### src/rtl/bsg_serial_cfg_pkg.sv
`default_nettype none
// ============================================================================
//  Module      : bsg_serial_cfg_pkg
//  Description : Shared types, op encodings and the op/param decode helper
//                for the serial configuration client.
//  Revision    : 1.0 - initial release
// ============================================================================
package bsg_serial_cfg_pkg;

    // One beat of the 2-wire serial configuration bus
    typedef struct packed {
        logic op;
        logic param;
    } bsg_serial_cfg_s;

    // Decoded meaning of one registered bus beat
    typedef struct packed {
        logic shift;
        logic rst_op;
        logic nop;
    } bsg_serial_cfg_dec_s;

    // op=1 is a shift regardless of param; op=0 splits on param
    localparam logic            c_OP_SHIFT = 1'b1;
    localparam bsg_serial_cfg_s c_OP_RESET = '{op: 1'b0, param: 1'b1};
    localparam bsg_serial_cfg_s c_OP_NOP   = '{op: 1'b0, param: 1'b0};

    function automatic bsg_serial_cfg_dec_s bsg_serial_cfg_decode(input bsg_serial_cfg_s beat);
        bsg_serial_cfg_dec_s dec;
        dec.shift  = (beat.op == c_OP_SHIFT);
        dec.rst_op = (beat == c_OP_RESET);
        dec.nop    = (beat == c_OP_NOP);
        return dec;
    endfunction

endpackage
`default_nettype wire

### src/rtl/bsg_serial_cfg_sync.sv
`default_nettype none
// ============================================================================
//  Module      : bsg_serial_cfg_sync
//  Description : Toggle-launch flop followed by a 2-flop synchronizer. Each
//                send pulse flips the toggle once; clear_i zeroes the chain.
//  Revision    : 1.0 - initial release
// ============================================================================
module bsg_serial_cfg_sync (
    input  logic clk_i,
    input  logic reset_n_i,
    input  logic send_i,
    input  logic clear_i,
    output logic sync_o
);

    logic tog_q,   tog_d;
    logic sync1_q, sync1_d;
    logic sync2_q, sync2_d;

    // Next-state: toggle on send, shift toggle through the sync pair; clear wins
    always_comb begin
        tog_d   = tog_q ^ send_i;
        sync1_d = tog_q;
        sync2_d = sync1_q;
        if (clear_i) begin
            tog_d   = 1'b0;
            sync1_d = 1'b0;
            sync2_d = 1'b0;
        end
    end

    // Toggle and synchronizer flops
    always_ff @(posedge clk_i or negedge reset_n_i) begin
        if (!reset_n_i) begin
            tog_q   <= 1'b0;
            sync1_q <= 1'b0;
            sync2_q <= 1'b0;
        end else begin
            tog_q   <= tog_d;
            sync1_q <= sync1_d;
            sync2_q <= sync2_d;
        end
    end

    assign sync_o = sync2_q;

endmodule
`default_nettype wire

### src/rtl/bsg_serial_cfg_client.sv
`default_nettype none
// ============================================================================
//  Module      : bsg_serial_cfg_client
//  Description : Leaf serial configuration client. Shifts a width_p-bit word
//                in LSB first, commits it through a toggle/synchronizer
//                pipeline into a held output register and pulses new_r_o.
//  Revision    : 1.0 - initial release
// ============================================================================
module bsg_serial_cfg_client
    import bsg_serial_cfg_pkg::*;
#(
    parameter int width_p = 8
) (
    input  logic               clk_i,
    input  logic               reset_n_i,
    input  logic               op_i,
    input  logic               param_i,
    output logic               new_r_o,
    output logic [width_p-1:0] data_r_o
);

    bsg_serial_cfg_s     cfg_q, cfg_d;
    logic                op_r_r_q, op_r_r_d;
    logic [width_p-1:0]  sh_q, sh_d, sh_next;
    logic                rtog_q, rtog_d;
    logic                new_r_q, new_r_d;
    logic                new_r_r_q, new_r_r_d;
    logic [width_p-1:0]  data_q, data_d;

    bsg_serial_cfg_dec_s dec;
    logic                send;
    logic                sync2;
    logic                new_c;

    // Decode registered bus bits; send marks the single nop closing a shift run
    always_comb begin
        dec  = bsg_serial_cfg_decode(cfg_q);
        send = op_r_r_q & dec.nop;
    end

    bsg_serial_cfg_sync u_sync (
        .clk_i     (clk_i),
        .reset_n_i (reset_n_i),
        .send_i    (send),
        .clear_i   (dec.rst_op),
        .sync_o    (sync2)
    );

    // Shift-in value: new bit enters at the MSB so the first bit ends at the LSB
    generate
        if (width_p == 1) begin : g_sh_w1
            always_comb sh_next = cfg_q.param;
        end else begin : g_sh_wn
            always_comb sh_next = {cfg_q.param, sh_q[width_p-1:1]};
        end
    endgenerate

    // Next-state for input regs, shift reg, commit detect and output register
    always_comb begin
        cfg_d     = '{op: op_i, param: param_i};
        op_r_r_d  = cfg_q.op;
        sh_d      = dec.shift ? sh_next : sh_q;
        new_c     = rtog_q ^ sync2;
        rtog_d    = sync2;
        new_r_d   = new_c;
        new_r_r_d = new_r_q;
        data_d    = new_r_q ? sh_q : data_q;
        // rst_op flushes the commit pipeline but keeps sh and data
        if (dec.rst_op) begin
            rtog_d    = 1'b0;
            new_r_d   = 1'b0;
            new_r_r_d = 1'b0;
        end
    end

    // State flops, all cleared by the async reset
    always_ff @(posedge clk_i or negedge reset_n_i) begin
        if (!reset_n_i) begin
            cfg_q     <= '{op: 1'b0, param: 1'b0};
            op_r_r_q  <= 1'b0;
            sh_q      <= '0;
            rtog_q    <= 1'b0;
            new_r_q   <= 1'b0;
            new_r_r_q <= 1'b0;
            data_q    <= '0;
        end else begin
            cfg_q     <= cfg_d;
            op_r_r_q  <= op_r_r_d;
            sh_q      <= sh_d;
            rtog_q    <= rtog_d;
            new_r_q   <= new_r_d;
            new_r_r_q <= new_r_r_d;
            data_q    <= data_d;
        end
    end

    assign new_r_o  = new_r_r_q;
    assign data_r_o = data_q;

endmodule
`default_nettype wire

### config.mk
export PLATFORM = sky130hd
export DESIGN_NAME = bsg_serial_cfg_client
export DESIGN_NICKNAME = d
export VERILOG_FILES = /design/src/rtl/bsg_serial_cfg_pkg.sv /design/src/rtl/bsg_serial_cfg_sync.sv /design/src/rtl/bsg_serial_cfg_client.sv
export SDC_FILE = /design/constraint.sdc
export NUM_CORES = 1
export LEC_CHECK = 0
export CORE_UTILIZATION = 45
export CTS_CLUSTER_DIAMETER = 120
export CTS_CLUSTER_SIZE = 8
export DETAILED_ROUTE_END_ITERATION = 16
export PLACE_DENSITY = 0.7
export SYNTH_ARGS = -nofsm -noshare
export SYNTH_HDL_FRONTEND = slang
export SYNTH_SLANG_ARGS = --single-unit
### constraint.sdc
create_clock -name clk_i -period 1.1 [get_ports clk_i]
set_input_delay 0.22 -clock clk_i [delete_from_list [all_inputs] [get_ports clk_i]]
set_output_delay 0.22 -clock clk_i [all_outputs]
set_load 0.005 [all_outputs]
# After elaboration in Yosys (flattened, before gate mapping)
# Cells that the tools add are included.
# word_totals
in_bits,4
output_inout_bits,9
register_bits,25
# classes
muxes,6
eq_ne,1
n_reduce_logical,1
bitwise_logic,3
# op_table
op,n
$mux W1,6
$eq A2 B1 Y1 const B,1
$logic_not A2 Y1,1
$xor A1 B1 Y1,2
$and A1 B1 Y1,1

# Longest topological paths before layout
# logic_depth
depth_word,4
ltp_mapped,3
mapped_depth_nobuf,2

# Modules after synthesis
# Synthesis repeated with hierarchy kept, for this count alone.
# hier_totals
hier_cells,54
area_unflattened_um2,903.4
# modules_own_cells
module,cells_per_inst,instances,area_per_inst_um2
bsg_serial_cfg_client,47,1,803.3
bsg_serial_cfg_sync,7,1,100.1

# Least setup slack after synthesis
# No wires, ideal clock.
# synth_path
kind,flip-flop to flip-flop
startpoint,register new_r_q
endpoint,"register data_q[0], in the netlist data_r_o[0]"
setup_ns,0.125
setup_slack_ns,0.169
t_arrival_ns,0.807
synth_period_minus_slack_ns,0.931
stages_incl_launch_ff,3
cell_sequence,dfrtp_1 buf_2 mux2_2
# synth_rtl
item,line,source
from (decl),bsg_serial_cfg_client.sv:26,"logic new_r_q, new_r_d;"
from (signal assigned),bsg_serial_cfg_client.sv:91,new_r_q <= new_r_d;
to (signal assigned),bsg_serial_cfg_client.sv:93,data_q <= data_d;
to (decl),bsg_serial_cfg_client.sv:28,"logic [width_p-1:0] data_q, data_d;"
# No word-level cell between the ends.

# Worst setup path in the final report
# layout_path
startpoint,"register data_q[3], in the netlist data_r_o[3]"
endpoint,output data_r_o[3]
# layout_rtl
item,line,source
to (decl),bsg_serial_cfg_client.sv:19,output logic [width_p-1:0] data_r_o
# No word-level cell between the ends.

==> results.yml <==
cells_and_area:
  nNetsFinal: 74
  syn_to_final_growth_pct: 16.29
  regArea_um2: 628.1
  drive_above_1_share_pct: 47.83
  design_area_mm2: 0.001045
  multi_input_area_um2: 256.5
  fillers: 170
  antenna_cells: 0
worst_setup_path:
  worst-path-buf-inv: 1
  worst_setup_path_end_kind: "output pin"
  cp_num_cells: 1
  path_max_fanout: 2
  crit_family: "flip-flops"
  arrival_ns: 0.82
  path_cells: "buf_2"
  reg2regPathDepth: 2
  slowest_stage: "dfrtp_1"
  cp-start-kind: "register"
  criticalPathCategory: "reg2out"
  critical-path-max-stage-delay_ns: 0.39
  worstPathRequired_ns: 0.88
synthesis:
  synth_nets: 57
  syn_area_um2: 898.4
  postSynthAreaPerCell_um2: 16.95
  synth.yosys.seq_area_share_pct: 69.64
  ys_warn_count: 0
  synthDistinctLibCells: 10
  synth-seq-cells: 25
  netlist_instances: 53
sta:
  hold_viol_final: 0
  fmax_mhz: 961.0
  relSlewSlack_pct: 83.68
  fin_crit_sh_pct: 94.60
  slew_violations: 0
  setup_ws_ns: 0.05937
  clock_skew_ns: 0.007184
  period_needed_ns: 1.041
  max_slew.worst_pin.slew_ns: 0.2442
  setup_violations: 0
  rsz0062_at_grt: "no"
route:
  drc: 0
  firstDrtPassIters: 2
  num_vias: 468
  ant_nets: 0
  drt_wl_total_um: 1137
  route.detailed.wl_per_inst_um: 12.10
  initialDrtViolationCount: 6
  vias_per_cell: 4.979
place:
  io_buffers: 12
  post_dp_cell_area_mm2: 0.001054
  routabilityCongestion: 0.7084
  pre_cts_ws_ns: 0.01849
  hpwl_um: 764.2
grt:
  grt_overflow: 0
  grt_max_degree: 26
  grt_pass1_wl_um: 1925
  grtUsageTotal_pct: 13.27
  antenna_found_initial: 0
  grt_pass1_vias: 448
clocking:
  clk_path_buf_depth: 2
  clock_latency_ns: 0.30
  clk_pin_slew_worst_paths_ns: 0.12
  cts-hold-fix-buffers: 0
  cts-root-buf: "clkbuf_4"
  cts-htree-levels: 1
  cts_tree: "done"
  cts_made_buffers: 3
  cts_sinks: 25
pwr:
  power_frac_clock_pct: 17.6
  ir_worst_vdd_v: 0.001169
  p_leak_nw: 0.4841
  power_switching_mw: 0.5356
  sw_frac_of_total_pct: 24.60
  p_per_area_mw_per_mm2: 2084
  power_mw: 2.177
  internal_power_mw: 1.641
  combinationalPowerShare_pct: 22.2
  p_seq_share_pct: 60.2
worst_hold_path:
  min_path_type: "in2async"
floorplanning:
  rows: 15
  die_y_um: 46.68
  die_w_um: 46.68
  die-area_mm2: 0.002179
  placeableCoreArea_mm2: 0.001802
  ios: 13
  start_util_pct: 49.86
outcome:
  status: "finished, final reports clean"
run:
  maxCapViolCount: 0
area by class of cell:
type                            instances  area share, %
Clock buffer                            4          2.515
Timing Repair Buffer                   14          9.820
Tap cell                               25          2.994
Sequential cell                        25          60.12
Multi-Input combinational cell         26          24.55
cells in the mapped netlist:
| master | instances | area [µm²] |
|---|---|---|
| buf_2 | 1 | 5.000 |
| nand2b_1 | 1 | 6.260 |
| nor4b_2 | 1 | 15.01 |
| xor2_1 | 1 | 8.760 |
| mux2_2 | 16 | 180.2 |
| o21bai_1 | 1 | 7.510 |
| dfrtp_1 | 25 | 625.6 |
| a21o_1 | 1 | 7.510 |
| buf_6 | 1 | 11.26 |
| and2_1 | 5 | 31.28 |
registers in the layout, indices dropped and copies added (netlist names):
register,cells
cfg_q,1
data_r_o,8
new_r_o,1
new_r_q,1
op_r_r_d,1
op_r_r_q,1
rtog_q,1
sh_q,8
u_sync.sync1_q,1
u_sync.sync_o,1
u_sync.tog_q,1
timing repair:
| action | 4_1_cts | 5_1_grt |
|---|---|---|
| endpoints found under the setup margin | 10 | 10 |
| setup buffers | 1 | 0 |
| gates resized for setup | 33 | 3 |
cells in the final DEF, fill, tap and decap left out:
| cell type | count |
|---|---|
| nand2b_1 | 1 |
| clkdlybuf4s50_1 | 3 |
| buf_4 | 1 |
| dfrtp_2 | 2 |
| a21o_1 | 1 |
| clkbuf_2 | 2 |
| mux2_2 | 16 |
| clkbuf_4 | 3 |
| o21bai_1 | 1 |
| and2_1 | 5 |
| clkbuf_1 | 1 |
| dfrtp_1 | 23 |
| nor4b_2 | 1 |
| xor2_1 | 1 |
| buf_2 | 7 |
| buf_12 | 1 |
routing by layer:
metal  up-vias  share of wire (%)  global-route usage (%)
met4         0                1.1                   8.571
met5         -                  0                       0
met3         2                5.5                   2.353
li1        220                  -                       -
met2        10                 45                   19.17
met1       236                 48                   18.30
final timing paths:
| check | start | to | slack [ns] |
|---|---|---|---|
| setup reg to reg | op_r_r_d | new_r_o | 0.09 |
| min in group clk_i | op_i | op_r_r_d | 0.34 |
| hold / removal | reset_n_i | sh_q[6] | 0.25 |
| max in group asynchronous | reset_n_i | op_r_r_d | 0.70 |
| hold reg to reg | u_sync.sync1_q | u_sync.sync_o | 0.46 |
| setup / recovery | data_r_o[3] | data_r_o[3] | 0.06 |
metrics by stage:
step | hold slack, ns | util (%) | instances | TNS (ns)
6_report | 0.2477 | 57.99 | 94 | 0
5_1_grt | 0.2513 | 57.99 | 94 | 0
4_1_cts | 0.2398 | 58.47 | 94 | -0.04480
3_5_place_dp | 0.4386 | 58.47 | 89 | 0
3_3_place_gp | 0.4355 | 58.47 | 89 | 0
2_1_floorplan | -0.07559 | - | 53 | 0
power by group through the flow:
stage	clock [mW]	combinational, mW	sequential, mW
2_1_floorplan	0	0.259	1.31
3_3_place_gp	0	0.599	1.33
3_5_place_dp	0	0.609	1.34
4_1_cts	0.407	0.505	1.32
5_1_grt	0.418	0.539	1.35
6_report	0.383	0.484	1.31
cells by family (layout without fill, tap and decap cells):
logic type | Yosys count | after routing | synth area share (%)
simple gates | 7 | 7 | 5.850
xor+xnor | 1 | 1 | 0.9751
flops | 25 | 25 | 69.64
compound gates | 2 | 2 | 1.672
mux | 16 | 16 | 20.06
buf+inv | 2 | 18 | 1.810
(Power assumes the default switching activity.)
